===== src/rtl/freq_meter_pkg.sv =====
`default_nettype none
// ============================================================================
// Module   : freq_meter_pkg
// Brief    : Shared defaults, range type and range clamp helper for the
//            frequency meter front end.
// Revision : 1.0 - initial release
// ============================================================================
package freq_meter_pkg;

    localparam int FREQ_RATIO_DEFAULT   = 10;
    localparam int FREQ_STAGES_DEFAULT  = 3;
    localparam int FREQ_RANGE_W_DEFAULT = $clog2(FREQ_STAGES_DEFAULT + 1);

    typedef logic [FREQ_RANGE_W_DEFAULT-1:0] range_t;

    function automatic int unsigned clamp_range(input int unsigned req,
                                                input int unsigned max_range);
        return (req > max_range) ? max_range : req;
    endfunction

endpackage
`default_nettype wire


===== src/rtl/freq_prescaler_if.sv =====
`default_nettype none
// ============================================================================
// Module   : freq_prescaler_if
// Brief    : Measured-signal / range-select / strobe bundle of the prescaler.
// Revision : 1.0 - initial release
// ============================================================================
interface freq_prescaler_if
    import freq_meter_pkg::*;
#(
    parameter int STAGES = FREQ_STAGES_DEFAULT
);
    localparam int RANGE_W = $clog2(STAGES + 1);

    logic               signal;
    logic [RANGE_W-1:0] range;
    logic               out_pulse;
    logic               out_level;
    logic               range_chg;

    modport master (
        output signal,
        output range,
        input  out_pulse,
        input  out_level,
        input  range_chg
    );

    modport slave (
        input  signal,
        input  range,
        output out_pulse,
        output out_level,
        output range_chg
    );

endinterface
`default_nettype wire


===== src/rtl/freq_prescaler_stage.sv =====
`default_nettype none
// ============================================================================
// Module   : prescale_stage
// Brief    : One modulo-RATIO counter stage of the prescaler cascade.
// Revision : 1.0 - initial release
// ============================================================================
module prescale_stage #(
    parameter int RATIO = 10
) (
    input  wire logic                     clk,
    input  wire logic                     rst,
    input  wire logic                     clr,
    input  wire logic                     inc,
    output logic [$clog2(RATIO)-1:0]      cnt,
    output logic                          carry
);
    localparam int                 CNT_W   = $clog2(RATIO);
    localparam logic [CNT_W-1:0]   CNT_MAX = CNT_W'(RATIO - 1);

    logic [CNT_W-1:0] r_cnt;

    always_ff @(posedge clk or posedge rst) begin
        if (rst) begin
            r_cnt <= '0;
        end else if (clr) begin
            r_cnt <= '0;
        end else if (inc) begin
            r_cnt <= (r_cnt == CNT_MAX) ? '0 : r_cnt + 1'b1;
        end
    end

    assign cnt   = r_cnt;
    assign carry = inc & (r_cnt == CNT_MAX);

endmodule
`default_nettype wire


===== src/rtl/freq_prescaler.sv =====
`default_nettype none
// ============================================================================
// Module   : freq_prescaler
// Brief    : Synchronised rising-edge divider by RATIO^range with strobe and
//            toggle outputs. Optional FREQ_PRESCALER_DEGLITCH_EN adds a
//            3-sample majority filter ahead of the edge detector.
// Revision : 1.0 - initial release
// ============================================================================
module freq_prescaler
    import freq_meter_pkg::*;
#(
    parameter int RATIO  = FREQ_RATIO_DEFAULT,
    parameter int STAGES = FREQ_STAGES_DEFAULT
) (
    input  wire logic        clk,
    input  wire logic        rst,
    freq_prescaler_if.slave  bus
);
    localparam int RANGE_W = $clog2(STAGES + 1);
    localparam int CNT_W   = $clog2(RATIO);

    logic [1:0]         r_sync;
    logic               r_level_d;
    logic               w_level;
    logic               w_edge;
    logic [RANGE_W-1:0] r_range_q;
    logic [RANGE_W-1:0] w_range_cl;
    logic               w_chg;
    logic               w_all_max;
    logic               w_hit;
    logic               r_pulse;
    logic               r_level;
    logic               r_chg;
    logic [STAGES-1:0]  w_inc;
    logic [STAGES-1:0]  w_clr;
    logic [STAGES-1:0]  w_carry;
    logic [CNT_W-1:0]   w_cnt [STAGES];
    logic               w_unused_top_carry;

    always_ff @(posedge clk or posedge rst) begin
        if (rst) begin
            r_sync <= '0;
        end else begin
            r_sync <= {r_sync[0], bus.signal};
        end
    end

`ifdef FREQ_PRESCALER_DEGLITCH_EN
    // Window is the live s2 plus its two previous samples; 2-of-3 vote.
    logic [1:0] r_hist;

    always_ff @(posedge clk or posedge rst) begin
        if (rst) begin
            r_hist <= '0;
        end else begin
            r_hist <= {r_hist[0], r_sync[1]};
        end
    end

    assign w_level = (r_sync[1] & r_hist[0]) | (r_sync[1] & r_hist[1]) |
                     (r_hist[0] & r_hist[1]);
`else
    assign w_level = r_sync[1];
`endif

    always_ff @(posedge clk or posedge rst) begin
        if (rst) begin
            r_level_d <= 1'b0;
        end else begin
            r_level_d <= w_level;
        end
    end

    assign w_edge     = w_level & ~r_level_d;
    assign w_range_cl = RANGE_W'(clamp_range(32'(bus.range), STAGES));
    assign w_chg      = (w_range_cl != r_range_q);

    for (genvar i = 0; i < STAGES; i++) begin : g_stage
        if (i == 0) begin : g_first
            assign w_inc[i] = w_edge & ~w_chg;
        end else begin : g_next
            assign w_inc[i] = w_carry[i-1];
        end

        // Stages beyond the selected range stay parked at zero.
        assign w_clr[i] = w_chg | (r_range_q <= RANGE_W'(i));

        prescale_stage #(
            .RATIO (RATIO)
        ) u_stage (
            .clk   (clk),
            .rst   (rst),
            .clr   (w_clr[i]),
            .inc   (w_inc[i]),
            .cnt   (w_cnt[i]),
            .carry (w_carry[i])
        );
    end

    // The top stage's carry has no consumer; hit is decoded from the counts.
    assign w_unused_top_carry = w_carry[STAGES-1];

    always_comb begin
        w_all_max = 1'b1;
        for (int j = 0; j < STAGES; j++) begin
            if (RANGE_W'(j) < r_range_q) begin
                w_all_max = w_all_max & (w_cnt[j] == CNT_W'(RATIO - 1));
            end
        end
    end

    assign w_hit = w_edge & ~w_chg & w_all_max;

    always_ff @(posedge clk or posedge rst) begin
        if (rst) begin
            r_range_q <= '0;
            r_pulse   <= 1'b0;
            r_level   <= 1'b0;
            r_chg     <= 1'b0;
        end else begin
            r_range_q <= w_range_cl;
            r_pulse   <= w_hit;
            r_level   <= r_level ^ w_hit;
            r_chg     <= w_chg;
        end
    end

    assign bus.out_pulse = r_pulse;
    assign bus.out_level = r_level;
    assign bus.range_chg = r_chg;

endmodule
`default_nettype wire

===== src/flat_wrapper.sv =====
// flat-port wrapper written by rule: the top's interface ports become plain ports
module freq_prescaler_flat import freq_meter_pkg::*;
#(
    parameter int RATIO  = FREQ_RATIO_DEFAULT,
    parameter int STAGES = FREQ_STAGES_DEFAULT
)
  (clk, rst, bus_signal, bus_range, bus_out_pulse, bus_out_level, bus_range_chg);
  freq_prescaler_if #(.STAGES(STAGES)) bus_i ();
  input  wire logic clk;
  input  wire logic rst;
  input wire logic [$bits(bus_i.signal)-1:0] bus_signal;
  input wire logic [$bits(bus_i.range)-1:0] bus_range;
  output wire logic [$bits(bus_i.out_pulse)-1:0] bus_out_pulse;
  output wire logic [$bits(bus_i.out_level)-1:0] bus_out_level;
  output wire logic [$bits(bus_i.range_chg)-1:0] bus_range_chg;
  assign bus_i.signal = bus_signal;
  assign bus_i.range = bus_range;
  assign bus_out_pulse = bus_i.out_pulse;
  assign bus_out_level = bus_i.out_level;
  assign bus_range_chg = bus_i.range_chg;
  freq_prescaler #(.RATIO(RATIO), .STAGES(STAGES)) u_core (.clk(clk), .rst(rst), .bus(bus_i));
endmodule

===== config.mk =====
export PLATFORM = sky130hd
export DESIGN_NAME = freq_prescaler_flat
export DESIGN_NICKNAME = d
export VERILOG_FILES = /design/src/rtl/freq_meter_pkg.sv /design/src/rtl/freq_prescaler_if.sv /design/src/rtl/freq_prescaler_stage.sv /design/src/rtl/freq_prescaler.sv /design/src/flat_wrapper.sv
export SDC_FILE = /design/constraint.sdc
export NUM_CORES = 1
export LEC_CHECK = 0
export ABC_AREA = 1
export CORE_UTILIZATION = 55
export DETAILED_ROUTE_END_ITERATION = 8
export GPL_ROUTABILITY_DRIVEN = 0
export GPL_TIMING_DRIVEN = 0
export HOLD_SLACK_MARGIN = 0.1
export PLACE_DENSITY = 0.75
export SLEW_MARGIN = 20
export SYNTH_ARGS = -nofsm -noshare
export SYNTH_HDL_FRONTEND = slang
export SYNTH_HIERARCHICAL = 1
export SYNTH_SLANG_ARGS = --single-unit

===== constraint.sdc =====
create_clock -name clk -period 4.13 [get_ports clk]
set_clock_uncertainty 0.1 [all_clocks]
set_input_delay 0.413 -clock clk [delete_from_list [all_inputs] [get_ports clk]]
set_output_delay 0.413 -clock clk [all_outputs]
set_load 0.005 [all_outputs]

# Word-level counts from Yosys, hierarchy flattened
# Index checks and enable logic that the tools add are counted.
totals:
  reg_bits: 20
  latchBits: 0
  ram_bits: 0
  mem_bits_ro: 0
  in_bits: 5
  elab_cells: 50
  n_memories: 0
classes:
  n_addsub: 3
  n_mul: 0
  div: 0
  order_cmp: 6
  eq_ne: 4
  n_shift: 0
  muxes: 12
  bitwise: 13
  reduce_logical: 3
ops:
  columns: ["cell", "count"]
  rows:
  - ["2-to-1 mux 4 bit", 9]
  - ["adder 4 x 1 -> 4 bit (second input constant)", 3]
  - ["equality test 4 bit (second input constant)", 3]
  - ["bitwise AND 1 bit", 7]
  - ["nonzero test 2 bit", 3]
  - ["less-or-equal comparator 2 x 1 -> 1 bit (second input constant)", 2]
  - ["< comparator 1 x 2 -> 1 bit (first input constant)", 2]
  - ["2-to-1 mux 1 bit", 3]
  - ["bitwise OR 1 bit", 3]
  - ["less-or-equal comparator 2 bit (second input constant)", 1]
  - ["< comparator 2 bit (first input constant)", 1]
  - ["!= test 2 bit", 1]
  - ["inverter 1 bit", 2]
  - ["XOR 1 bit", 1]

# Longest topological paths before layout
# Gate-level depths: netlist of run 1.
depth:
  ltp_word: 8
  mapped_depth: 14
  depth_no_buf: 14

# Modules after synthesis
# Netlist of run 1, hierarchy kept.
modules_own_cells:
  columns: ["mod", "n_inst", "cells_each", "area_each_um2", "seq_area_each_um2"]
  rows:
  - ["prescale_stage", 3, 37, 269.0, 100.1]
  - ["freq_prescaler", 1, 48, 391.6, 200.2]

# Worst setup path after synthesis of run 1
# Ideal clock, no wire load.
synth_path:
  path_type: "register to register"
  from: "reg u_core.r_range_q[1]"
  to: "reg u_core.g_stage[2].u_stage.r_cnt[2]"
  setup_ns: 0.119
  t_arrival_ns: 1.558
  required_ns: 3.911
  slack_ns: 2.354
  stages_incl_launch_ff: 13
  n_path_buf: 0
  synth_period_minus_slack_ns: 1.776
  cell_sequence: "dfrtp_1 -> xnor2_1 -> nand3_2 -> inv_1 -> inv_2 -> nor2_1 -> inv_2 -> nor2_1 -> inv_2 -> nand2_2 -> nand3_1 -> nand2_1 -> nor2_1"
synth_via:
  elab_chain_len: 6
  word_cells_on_any_way: 9
synth_rtl:
  columns: ["element", "line_no", "text"]
  rows:
  - ["from (decl)", "freq_prescaler.sv:26", "logic [RANGE_W-1:0] r_range_q;"]
  - ["from (signal assigned)", "freq_prescaler.sv:121", "r_range_q <= w_range_cl;"]
  - ["!= test 2 bit", "freq_prescaler.sv:76", "assign w_chg = (w_range_cl != r_range_q);"]
  - ["inverter 1 bit", "freq_prescaler.sv:80", "assign w_inc[i] = w_edge & ~w_chg;"]
  - ["bitwise AND 1 bit", "freq_prescaler.sv:80", null]
  - ["net u_core.w_inc[0]", "freq_prescaler.sv:34", "logic [STAGES-1:0] w_inc;"]
  - ["bitwise AND 1 bit", "freq_prescaler_stage.sv:33", "assign carry = inc & (r_cnt == CNT_MAX);"]
  - ["net u_core.w_carry[0]", "freq_prescaler.sv:36", "logic [STAGES-1:0] w_carry;"]
  - ["bitwise AND 1 bit", "freq_prescaler_stage.sv:33", null]
  - ["net u_core.w_carry[1]", "freq_prescaler.sv:36", null]
  - ["nonzero test 2 bit (no source line)", null, null]
  - ["to (signal assigned)", "freq_prescaler_stage.sv:28", "r_cnt <= (r_cnt == CNT_MAX) ? '0 : r_cnt + 1'b1;"]
  - ["to (decl)", "freq_prescaler_stage.sv:20", "logic [CNT_W-1:0] r_cnt;"]
# The timed path passes the listed nets, and every way through them passes these cells.
# A chain may end at the register's enable or synchronous reset.

# Worst setup path in the final report of run 1
layout_path:
  from: "in bus_range[0]"
  to: "reg u_core.g_stage[2].u_stage.r_cnt[1]"
layout_via:
  elab_chain_len: 6
  word_cells_on_any_way: 8
layout_rtl:
  columns: ["element", "line_no", "text"]
  rows:
  - ["from (decl)", "flat_wrapper.sv:12", "input wire logic [$bits(bus_i.range)-1:0] bus_range;"]
  - ["!= test 2 bit", "freq_prescaler.sv:76", null]
  - ["inverter 1 bit", "freq_prescaler.sv:80", null]
  - ["bitwise AND 1 bit", "freq_prescaler.sv:80", null]
  - ["net u_core.w_inc[0]", "freq_prescaler.sv:34", null]
  - ["bitwise AND 1 bit", "freq_prescaler_stage.sv:33", null]
  - ["net u_core.w_carry[0]", "freq_prescaler.sv:36", null]
  - ["bitwise AND 1 bit", "freq_prescaler_stage.sv:33", null]
  - ["net u_core.w_carry[1]", "freq_prescaler.sv:36", null]
  - ["nonzero test 2 bit (no source line)", null, null]
# The timed path passes the listed nets, and every way through them passes these cells.

==> results of run 1 <==
-- metrics by stage --
stage / cell area, sq um / setup slack [ns] / util
after detailed placement: 1300 / 1.63 / 0.649
after floorplan: 1190 / 2.36 / -
after CTS: 1350 / 1.94 / 0.675
after global placement: 1300 / 1.74 / 0.649
final: 1350 / 1.94 / 0.675
after global routing: 1350 / 1.73 / 0.675
-- layer usage --
layer | wire [um] | up-vias | global-route usage
met5 | 0 | - | 0
met4 | 27 | 0 | 0.103
met3 | 17 | 2 | 0.0189
met2 | 1060 | 5 | 0.352
met1 | 962 | 436 | 0.257
li1 | - | 505 | -
-- final cells by class --
class / count / area (sq um)
sequential: 20 / 500
inverter: 35 / 131
timing repair buffer: 7 / 70.1
clock buffer: 3 / 22.5
multi-input combinational: 103 / 563
clock inverter: 1 / 30.0
tap: 27 / 33.8
fill: 185 / 651
-- registers in the layout, summed over array words and instances (netlist names) --
signal / flops
u_core/g_stage.u_stage/cnt: 12
u_core/r_range_q: 2
u_core/r_sync: 2
u_core/bus.out_level: 1
u_core/bus.out_pulse: 1
u_core/bus.range_chg: 1
u_core/r_level_d: 1
-- worst min path at each step --
stage,from,endpoint,slack (ns)
after global routing,u_core/r_sync[0],u_core/r_sync[1],0.28
after global placement,u_core/r_sync[0],u_core/r_sync[1],0.23
after CTS,u_core/r_sync[0],u_core/r_sync[1],0.27
after detailed placement,u_core/r_sync[0],u_core/r_sync[1],0.24
final,u_core/r_sync[0],u_core/r_sync[1],0.27
after floorplan,rst,u_core/g_stage[0].u_stage/cnt[0],0.08
-- power groups by stage --
| stage | Sequential [uW] | Clock [uW] | Combinational [uW] |
|---|---|---|---|
| after floorplan | 209 | 0 | 23.3 |
| after global placement | 208 | 0 | 37.8 |
| after detailed placement | 209 | 0 | 39.1 |
| after CTS | 205 | 161 | 39.3 |
| after global routing | 206 | 168 | 43.3 |
| final | 205 | 156 | 38.7 |
==> results.md, run 1 <==
- End point of the critical path: u_core/g_stage[2].u_stage/cnt[1]
- Initial Util: 0.597
- Total grt overflow: 0
- Final Net Count: between 150 and 200
- Worst hold path type: reg2reg
- Crit. End Element: register
- CTS Buffer Depth: 2
- Antenna Cells: 0
- Std cell rows: 16
- CTS H-tree lvls: 1
- Hold buffer count at cts: 0
- Status: finished, final reports clean
- Slew headroom: 0.807
- Vias per inst: 4.84
- Gr usage total: 0.205
- WP buf/inv: 4
- YS warnings: 6
- Post-Route Setup TNS: 0 ns
- Fraction of layout cells with a size suffix above 1: 0.189
- RR Endpoint: u_core/g_stage[2].u_stage/cnt[1]
- Slowest stage delay, CP: 0.43 ns
- Final hold violation count: 0
- Via count: 948
- I/O pins: 8
- Synthesis-to-finish area growth: 13.1%
- Hold path cells: 0
- Post-CTS setup buffers: 0
- CTS tree: yes
- Int Pwr: 317 uW
- Critical path's top delay family: simple AND/OR/NAND/NOR gates
- Max rail drop VDD: 0.165 mV
- Die area: 0.00236 sq mm
- Sw power: 82.8 uW
- Power density cells: 296 mW/mm^2
- Critical path required time: 4.25 ns
- Core ar.: approximately 0.002 sq mm
- Slew Viols, Final: 0
- # setup viols final: 0
- CP Launch Point: bus_range[0]
- Pwr Total: 400 uW
- Clk_lat worst skew: 0.29 ns
- Lkg Pwr: 0.000681 uW
- Register-to-register setup slack: 2.06 ns
- CP max FO: 4
- CTS resizes: 0
- Vias in the first global route: 894
- Most frequent cells in the layout: nand2_1, inv_1, dfrtp_1
- Critical path class: in2reg
- Die W: about 50 um
- Initial antenna violation count: 0
- Critical Path AT: 2.31 ns
- Die Span Y: 48.6 um
- Inst Count DP: 192
- DRT Wirelength: 2070 um
- Fmax: about 460 MHz
- Clock sink total: 20
- RSZ-0062 raised after global routing: no
- Commonest non-fill, non-tap cell in the layout: nand2_1
- First-pass GRT wire length: 3780 um
- Crit path cell chain: clkdlybuf4s50_1 > xnor2_1 > nand3_2 > inv_1 > inv_2 > nor2_1 > inv_2 > nor2_1 > nand2_1 > nor2_2 > nand2_1 > o21ai_1
- Routed Antenna Nets: 0
- CTS Buf Count: 3
- DR pass1 iterations: 4
- CP max stage cell: clkdlybuf4s50_1
- Iter 0 DRT Violations: 15
- WP depth: 12
- Drc violations: 0
- Combinational power share: 0.097
- PortBufs: 7
- Final Critical Period: 2.19 ns
- Fin crit share: 0.530
- Min Hold Slack: 0.266 ns
- Net Count, Synth: 169
- Slew at the pin with the worst max-slew slack: 0.287 ns
- R2R cell count: 11
- Mean Syn Cell Area: 7.56 sq um
- Pin count of the biggest net entering global routing: 13
- Worst-path clk slew: about 0.11 ns
- Fin cells: 196
- Sequential share of power: 0.512
- Mapped Area: 0.00119 sq mm
- Half-perimeter wire length after placement: 1620 um
- Clock Power Share: 0.391
- Routed len/inst: 10.6 um
- Crit start category: input pin
- Worst R2R Start: u_core/r_range_q[0]
- Root buffer cell: clkbuf_4
- Cells after synthesis: between 150 and 200
- Switching Share: 0.207
- Number of max-cap violations: 0
Note: power is estimated with default switching activity, not from simulation.
==> run 2, diff against run 1 <==
--- a/config.mk
+++ b/config.mk
@@ -6,12 +6,12 @@
 export NUM_CORES = 1
 export LEC_CHECK = 0
 export ABC_AREA = 1
-export CORE_UTILIZATION = 55
+export CORE_UTILIZATION = 51
 export DETAILED_ROUTE_END_ITERATION = 8
 export GPL_ROUTABILITY_DRIVEN = 0
 export GPL_TIMING_DRIVEN = 0
 export HOLD_SLACK_MARGIN = 0.1
-export PLACE_DENSITY = 0.75
+export PLACE_DENSITY = 0.73
 export SLEW_MARGIN = 20
 export SYNTH_ARGS = -nofsm -noshare
 export SYNTH_HDL_FRONTEND = slang
==> constraint.sdc (replaced) <==
create_clock -name clk -period 1.9 [get_ports clk]
set_clock_uncertainty 0.1 [all_clocks]
set_input_delay 0.19 -clock clk [delete_from_list [all_inputs] [get_ports clk]]
set_output_delay 0.19 -clock clk [all_outputs]
set_load 0.005 [all_outputs]
==> run 2 against run 1 <==
Against the previous run: core utilization decreased by 4.0 points; non-clock buffer count rose by 4; worst setup slack worse by 1.8 ns; sequential share of layout area decreased by 1.4 points; first-iteration DRC count shrank 6.7%; via count grew 3.9%; final cell count grew 2.6%; critical path type is now reg2reg; largest cell class unchanged.
==> results.md, run 2 (synthesized netlist as in run 1, its figures left out) <==
- Status: finished, final reports clean
- Routed len/inst: 11.2 um (+6.0%)
- Gr usage total: 0.199 (-0.00626)
- Fmax: between 500 and 600 MHz
- R2R cell count: 11 (unchanged)
- Worst Slack Setup Final: 0.150 ns (-1.79 ns)
- DR pass1 iterations: 4 (unchanged)
- Final hold violation count: 0 (unchanged)
- Max FFs per register: 12 (unchanged)
- Iter 0 DRT Violations: 14 (-1)
- Drc violations: 0 (unchanged)
- Critical path class: reg2reg
- Commonest non-fill, non-tap cell in the layout: nand2_1
- Lkg Pwr: 0.000703 uW (+3.2%)
- Post-Route Setup TNS: 0 ns (unchanged)
- Clock sink total: 20 (unchanged)
- Fraction of layout cells with a size suffix above 1: 0.231 (+0.0419)
- Final Net Count: 185 (+2.2%)
- Critical Path AT: 1.89 ns (-0.42 ns)
- CTS tree: yes
- PortBufs: 7 (unchanged)
- Crit. End Element: register
- Hold path cells: 1 (+1)
- # setup viols final: 0 (unchanged)
- Register-to-register setup slack: 0.15 ns (-1.91 ns)
- Worst hold path type: in2reg
- DP Worst Slack: -0.282 ns (-1.91 ns)
- DRT Wirelength: 2250 um (+8.7%)
- Die Span Y: 50.4 um (+3.7%)
- CTS H-tree lvls: 1 (unchanged)
- Final design utilization: 0.635 (-0.0404)
- First-pass GRT wire length: 3830 um (+1.3%)
- Clk_lat worst skew: 0.30 ns (about the same)
- Slew at the pin with the worst max-slew slack: 0.306 ns (+0.0189 ns)
- Synthesis-to-finish area growth: 17.5%
- Slew Viols, Final: 0 (unchanged)
- Fillcell total: 204 (+10%)
- Crit start category: register
- Critical path required time: 2.04 ns (-2.21 ns)
- Fin crit share: 0.921
- Vias per inst: 4.90 (+1.3%)
- Most frequent cells in the layout: nand2_1, inv_1, dfrtp_1
- Max rail drop VDD: 0.491 mV (+200%)
- Antenna Cells: 0 (unchanged)
- CTS Buf Count: 3 (unchanged)
- Vias in the first global route: 931 (+4.1%)
- Routed Antenna Nets: 0 (unchanged)
- Final Critical Period: 1.75 ns
- I/O pins: 8 (unchanged)
- CTS Buffer Depth: 2 (unchanged)
- RR Endpoint: u_core/g_stage[2].u_stage/cnt[3]
- Total grt overflow: 0 (unchanged)
- Slew headroom: 0.796 (-0.0114)
- Fin cells: 201 (+2.6%)
- Inst Count DP: 193 (+0.52%)
- Initial antenna violation count: 0 (unchanged)
- Std cell rows: 17 (+1)
- Sink of the worst hold path: u_core/r_sync[0]
- Worst-path clk slew: 0.11 ns (about the same)
- RSZ-0062 raised after global routing: no
- Pin count of the biggest net entering global routing: 12 (-1)
- Half-perimeter wire length after placement: 1680 um (+3.5%)
- Via count: 985 (+3.9%)
- Initial Util: 0.540 (-0.0567)
- Number of max-cap violations: 0 (unchanged)
- Power density cells: 562 mW/mm^2 (+90%)
- Die area: 0.00254 sq mm (+7.5%)
- Worst R2R Start: u_core/r_range_q[0]
- Core ar.: 0.00221 sq mm (+10%)
- Die W: 50.4 um (+3.7%)
- Root buffer cell: clkbuf_4
- CP max FO: 4 (unchanged)
- Min-delay src: bus_signal
==> run 2: cell types whose count changed in the layout (fill, tap and decap cells not counted), sizes merged <==
cell and change:
bufinv -1, dlygate4sd3 +1, buf +3, clkbuf +1
==> run 2: worst max-delay path by stage <==
stage,from,end,slack [ns],depth (start not counted)
after global placement,bus_range[0],u_core/g_stage[2].u_stage/cnt[2],-0.25,13
after detailed placement,bus_range[0],u_core/g_stage[2].u_stage/cnt[2],-0.28,13
after floorplan,u_core/r_range_q[1],u_core/g_stage[2].u_stage/cnt[2],0.13,12
after CTS,u_core/r_range_q[0],u_core/g_stage[2].u_stage/cnt[2],0.02,13
final,u_core/r_range_q[0],u_core/g_stage[2].u_stage/cnt[3],0.15,11
after global routing,u_core/r_range_q[0],u_core/g_stage[2].u_stage/cnt[0],0.009,11
==> run 2: per-stage QoR <==
step / hold slack, ns / area (sq um) / power (uW)
final: 0.227 / 1400 / 789
after global routing: 0.198 / 1400 / 831
after CTS: 0.215 / 1370 / 794
after detailed placement: 0.242 / 1300 / 540
after global placement: 0.233 / 1300 / 536
after floorplan: -0.144 / 1190 / 504
==> run 2: power by group <==
part,internal [uW],total [uW],switching (uW)
Combinational,45.4,96.5,51.1
Clock,117,246,130
Sequential,438,446,7.95
==> run 2: repair_timing <==
action | 4_1_cts | 5_1_grt
endpoints found under the setup margin | 4 | 5
resized for setup | 3 | 5
setup buffers | 1 | 2
pin swaps | 0 | 3
hold buffers | 1 | 0
hold endpoints to repair | 12 | 0
==> run 2: critical path: stages (launching register included) <==
cell     delay, ns
dfrtp_1       0.43
xnor2_2       0.19
nand3_2       0.13
inv_2         0.10
inv_2         0.06
nor2_4        0.11
inv_2         0.07
nor2_4        0.12
nand2_1       0.10
nor2_4        0.13
nand3_1       0.08
nand2_1       0.06
==> run 2: cell type report <==
| class | count | area (sq um) | share of cell area |
|---|---|---|---|
| Multi-Input combinational cell | 103 | 598 | 0.426 |
| Timing Repair Buffer | 11 | 103 | 0.0731 |
| Clock buffer | 4 | 36.3 | 0.0258 |
| Sequential cell | 20 | 500 | 0.357 |
| Inverter | 35 | 131 | 0.0936 |
| Tap cell | 28 | 35.0 | 0.0250 |
==> run 2: layer usage <==
layer,up-vias,share of wire,global-route usage
met3,2,0.012,0.0273
met4,0,0.0053,0.0556
li1,512,-,-
met2,6,0.53,0.344
met5,-,0,0
met1,465,0.45,0.258
==> run 3, diff against run 2 <==
--- a/config.mk
+++ b/config.mk
@@ -7,12 +7,13 @@
 export LEC_CHECK = 0
 export ABC_AREA = 1
 export CORE_UTILIZATION = 51
+export CTS_CLUSTER_DIAMETER = 150
 export DETAILED_ROUTE_END_ITERATION = 8
 export GPL_ROUTABILITY_DRIVEN = 0
 export GPL_TIMING_DRIVEN = 0
 export HOLD_SLACK_MARGIN = 0.1
 export PLACE_DENSITY = 0.73
-export SLEW_MARGIN = 20
+export SETUP_SLACK_MARGIN = 0.2
 export SYNTH_ARGS = -nofsm -noshare
 export SYNTH_HDL_FRONTEND = slang
 export SYNTH_HIERARCHICAL = 1
==> run 3 against run 2 <==
Against the previous run: final cell count is 3.0% higher; core utilization is 2.5 points higher; maximum frequency is 2.4% higher; die area stayed put; sequential cell count stayed put; non-clock buffer count is 6 higher; clock power hardly changed; critical path type unchanged.
==> results.md, run 3 (synthesized netlist as in run 1, its figures left out) <==
- Status: finished, final reports clean
- Die W: 50.4 um (unchanged)
- RSZ-0062 raised after global routing: yes
- Fin cells: 207 (+3.0%)
- Initial Util: 0.540 (unchanged)
- Gr usage total: 0.198 (-0.000516)
- CTS H-tree lvls: 1 (unchanged)
- Top Metal Used: met4
- First-pass GRT wire length: 3770 um (-1.4%)
- Multi-input gate area: 606 sq um (+1.3%)
- Register area: 502 sq um (+0.25%)
- CTS tree: yes
- Vias in the first global route: 949 (+1.9%)
- Initial antenna violation count: 0 (unchanged)
- Slew headroom: 0.801 (+0.00546)
- CTS Buffer Depth: 2 (unchanged)
- Critical Path AT: 1.85 ns (-0.04 ns)
- Routed Antenna Nets: 0 (unchanged)
- Commonest non-fill, non-tap cell in the layout: nand2_1
- Slew at the pin with the worst max-slew slack: 0.297 ns (-0.00818 ns)
- Std cell rows: 17 (unchanged)
- DRT met1 WL: 1020 um (+0.79%)
- Worst R2R Start: u_core/r_range_q[1]
- Worst-path clk slew: 0.11 ns (about the same)
- Lkg Pwr: 0.000731 uW (+4.0%)
- Inst Count DP: 193 (unchanged)
- Total grt overflow: 0 (unchanged)
- Post-Route Setup TNS: 0 ns (unchanged)
- Number of max-cap violations: 0 (unchanged)
- Final Net Count: 191 (+3.2%)
- Critical path required time: 2.04 ns (about the same)
- Most frequent cells in the layout: nand2_1, inv_1, dfrtp_1
- Wire length on met3: 52 um (+86%)
- Met2 WL: 1070 um (-10%)
- Vias per inst: 4.89 (-0.14%)
- Routed len/inst: 10.5 um (-6.3%)
- Min Hold Slack: 0.209 ns (-0.0177 ns)
- Min-delay src: bus_signal
- Worst hold path type: in2reg
- CP Launch Point: u_core/r_range_q[1]
- Die area: 0.00254 sq mm (unchanged)
- CP max FO: 4 (unchanged)
- Half-perimeter wire length after placement: 1640 um (-2.2%)
- Via count: 1013 (+2.8%)
- I/O pins: 8 (unchanged)
- Fillcell total: 186 (-8.8%)
- Max FFs per register: 12 (unchanged)
- Fraction of layout cells with a size suffix above 1: 0.274 (+0.0425)
- Final Critical Period: 1.71 ns (-0.0410 ns)
- Final hold violation count: 0 (unchanged)
- Clock sink total: 20 (unchanged)
- PortBufs: 7 (unchanged)
- Pin count of the biggest net entering global routing: 12 (unchanged)
- Fmax: 585 MHz (+2.4%)
- Crit start category: register
- Iter 0 DRT Violations: 22 (+8)
- Slew Viols, Final: 0 (unchanged)
- CTS Buf Count: 3 (unchanged)
- Die Span Y: 50.4 um (unchanged)
- Clk_lat worst skew: 0.30 ns (about the same)
- Antenna Cells: 0 (unchanged)
- DRT Wirelength: 2170 um (-3.5%)
- Power density cells: 544 mW/mm^2 (-3.2%)
- Core ar.: 0.00221 sq mm (unchanged)
- Fin crit share: 0.899 (-0.0216)
- # setup viols final: 0 (unchanged)
- Crit. End Element: register
- Drc violations: 0 (unchanged)
- Synthesis-to-finish area growth: 22.2%
- DR pass1 iterations: 4 (unchanged)
- Root buffer cell: clkbuf_4
- Critical path class: reg2reg
- Max rail drop VDD: 0.436 mV (-11%)
-- run 3: cell types whose count changed in the layout (fill, tap and decap cells not counted) --
cell and change:
inv_2 -1, nand2_2 +1, nand3_1 -1, nand2_1 -1, dfrtp_2 +1, dfrtp_1 -1, inv_4 +1, nand3_2 +1
buf_4 +6
-- run 3: per-stage QoR --
stage	utilization	setup WS, ns	power (uW)	instance area, sq um
after floorplan	-	0.224	507	1210
final	0.660	0.191	794	1460
after detailed placement	0.597	-0.226	543	1320
after global routing	0.660	0.0682	829	1460
after global placement	0.597	-0.163	539	1320
after CTS	0.640	0.208	803	1420
-- run 3: report_power, final --
part	switching, uW	internal [uW]	leakage [uW]
registers	7.24	438	0.000259
clock network	132	117	0.0000210
logic	51.2	48.6	0.000451
total	190	604	0.000731
-- run 3: what timing repair did --
action                     CTS  global route
pin swaps                    6             9
gates resized for setup      4             4
setup buffers                5             4
setup endpoints to repair    5             5
hold buffers                 1             0
hold endpoints to repair    12             0
-- run 3: final timing paths --
check	endpoint	slack, ns	cells past startpoint
setup / recovery	u_core/g_stage[2].u_stage/cnt[2]	0.19	13
hold / removal	u_core/r_sync[0]	0.21	1
setup reg to reg	u_core/g_stage[2].u_stage/cnt[2]	0.19	13
hold reg to reg	u_core/r_sync[1]	0.27	0
max in group asynchronous	u_core/r_range_q[1]	0.75	3
min in group asynchronous	u_core/g_stage[1].u_stage/cnt[2]	0.64	3
-- run 3: cell type report --
type                            instances  area share
Multi-Input combinational cell        103       0.415
Clock buffer                            4      0.0249
Inverter                               35      0.0917
Sequential cell                        20       0.344
Tap cell                               28      0.0240
Timing Repair Buffer                   17       0.101
-- run 3: metal layers --
layer,up-vias,GRT usage
met5,-,0
met4,0,0.0833
met3,4,0.0394
met2,15,0.342
met1,471,0.239
li1,523,-
-- run 3: worst max-delay path, stage by stage (launching register included) --
cell     delay [ns]
dfrtp_2        0.44
xnor2_2        0.19
nand3_2        0.11
inv_2          0.09
inv_4          0.05
nor2_4         0.09
inv_2          0.07
nor2_4         0.12
inv_2          0.06
nand2_2        0.07
nand2_1        0.05
nand2_1        0.06
nand2_1        0.05
nor2_1         0.09
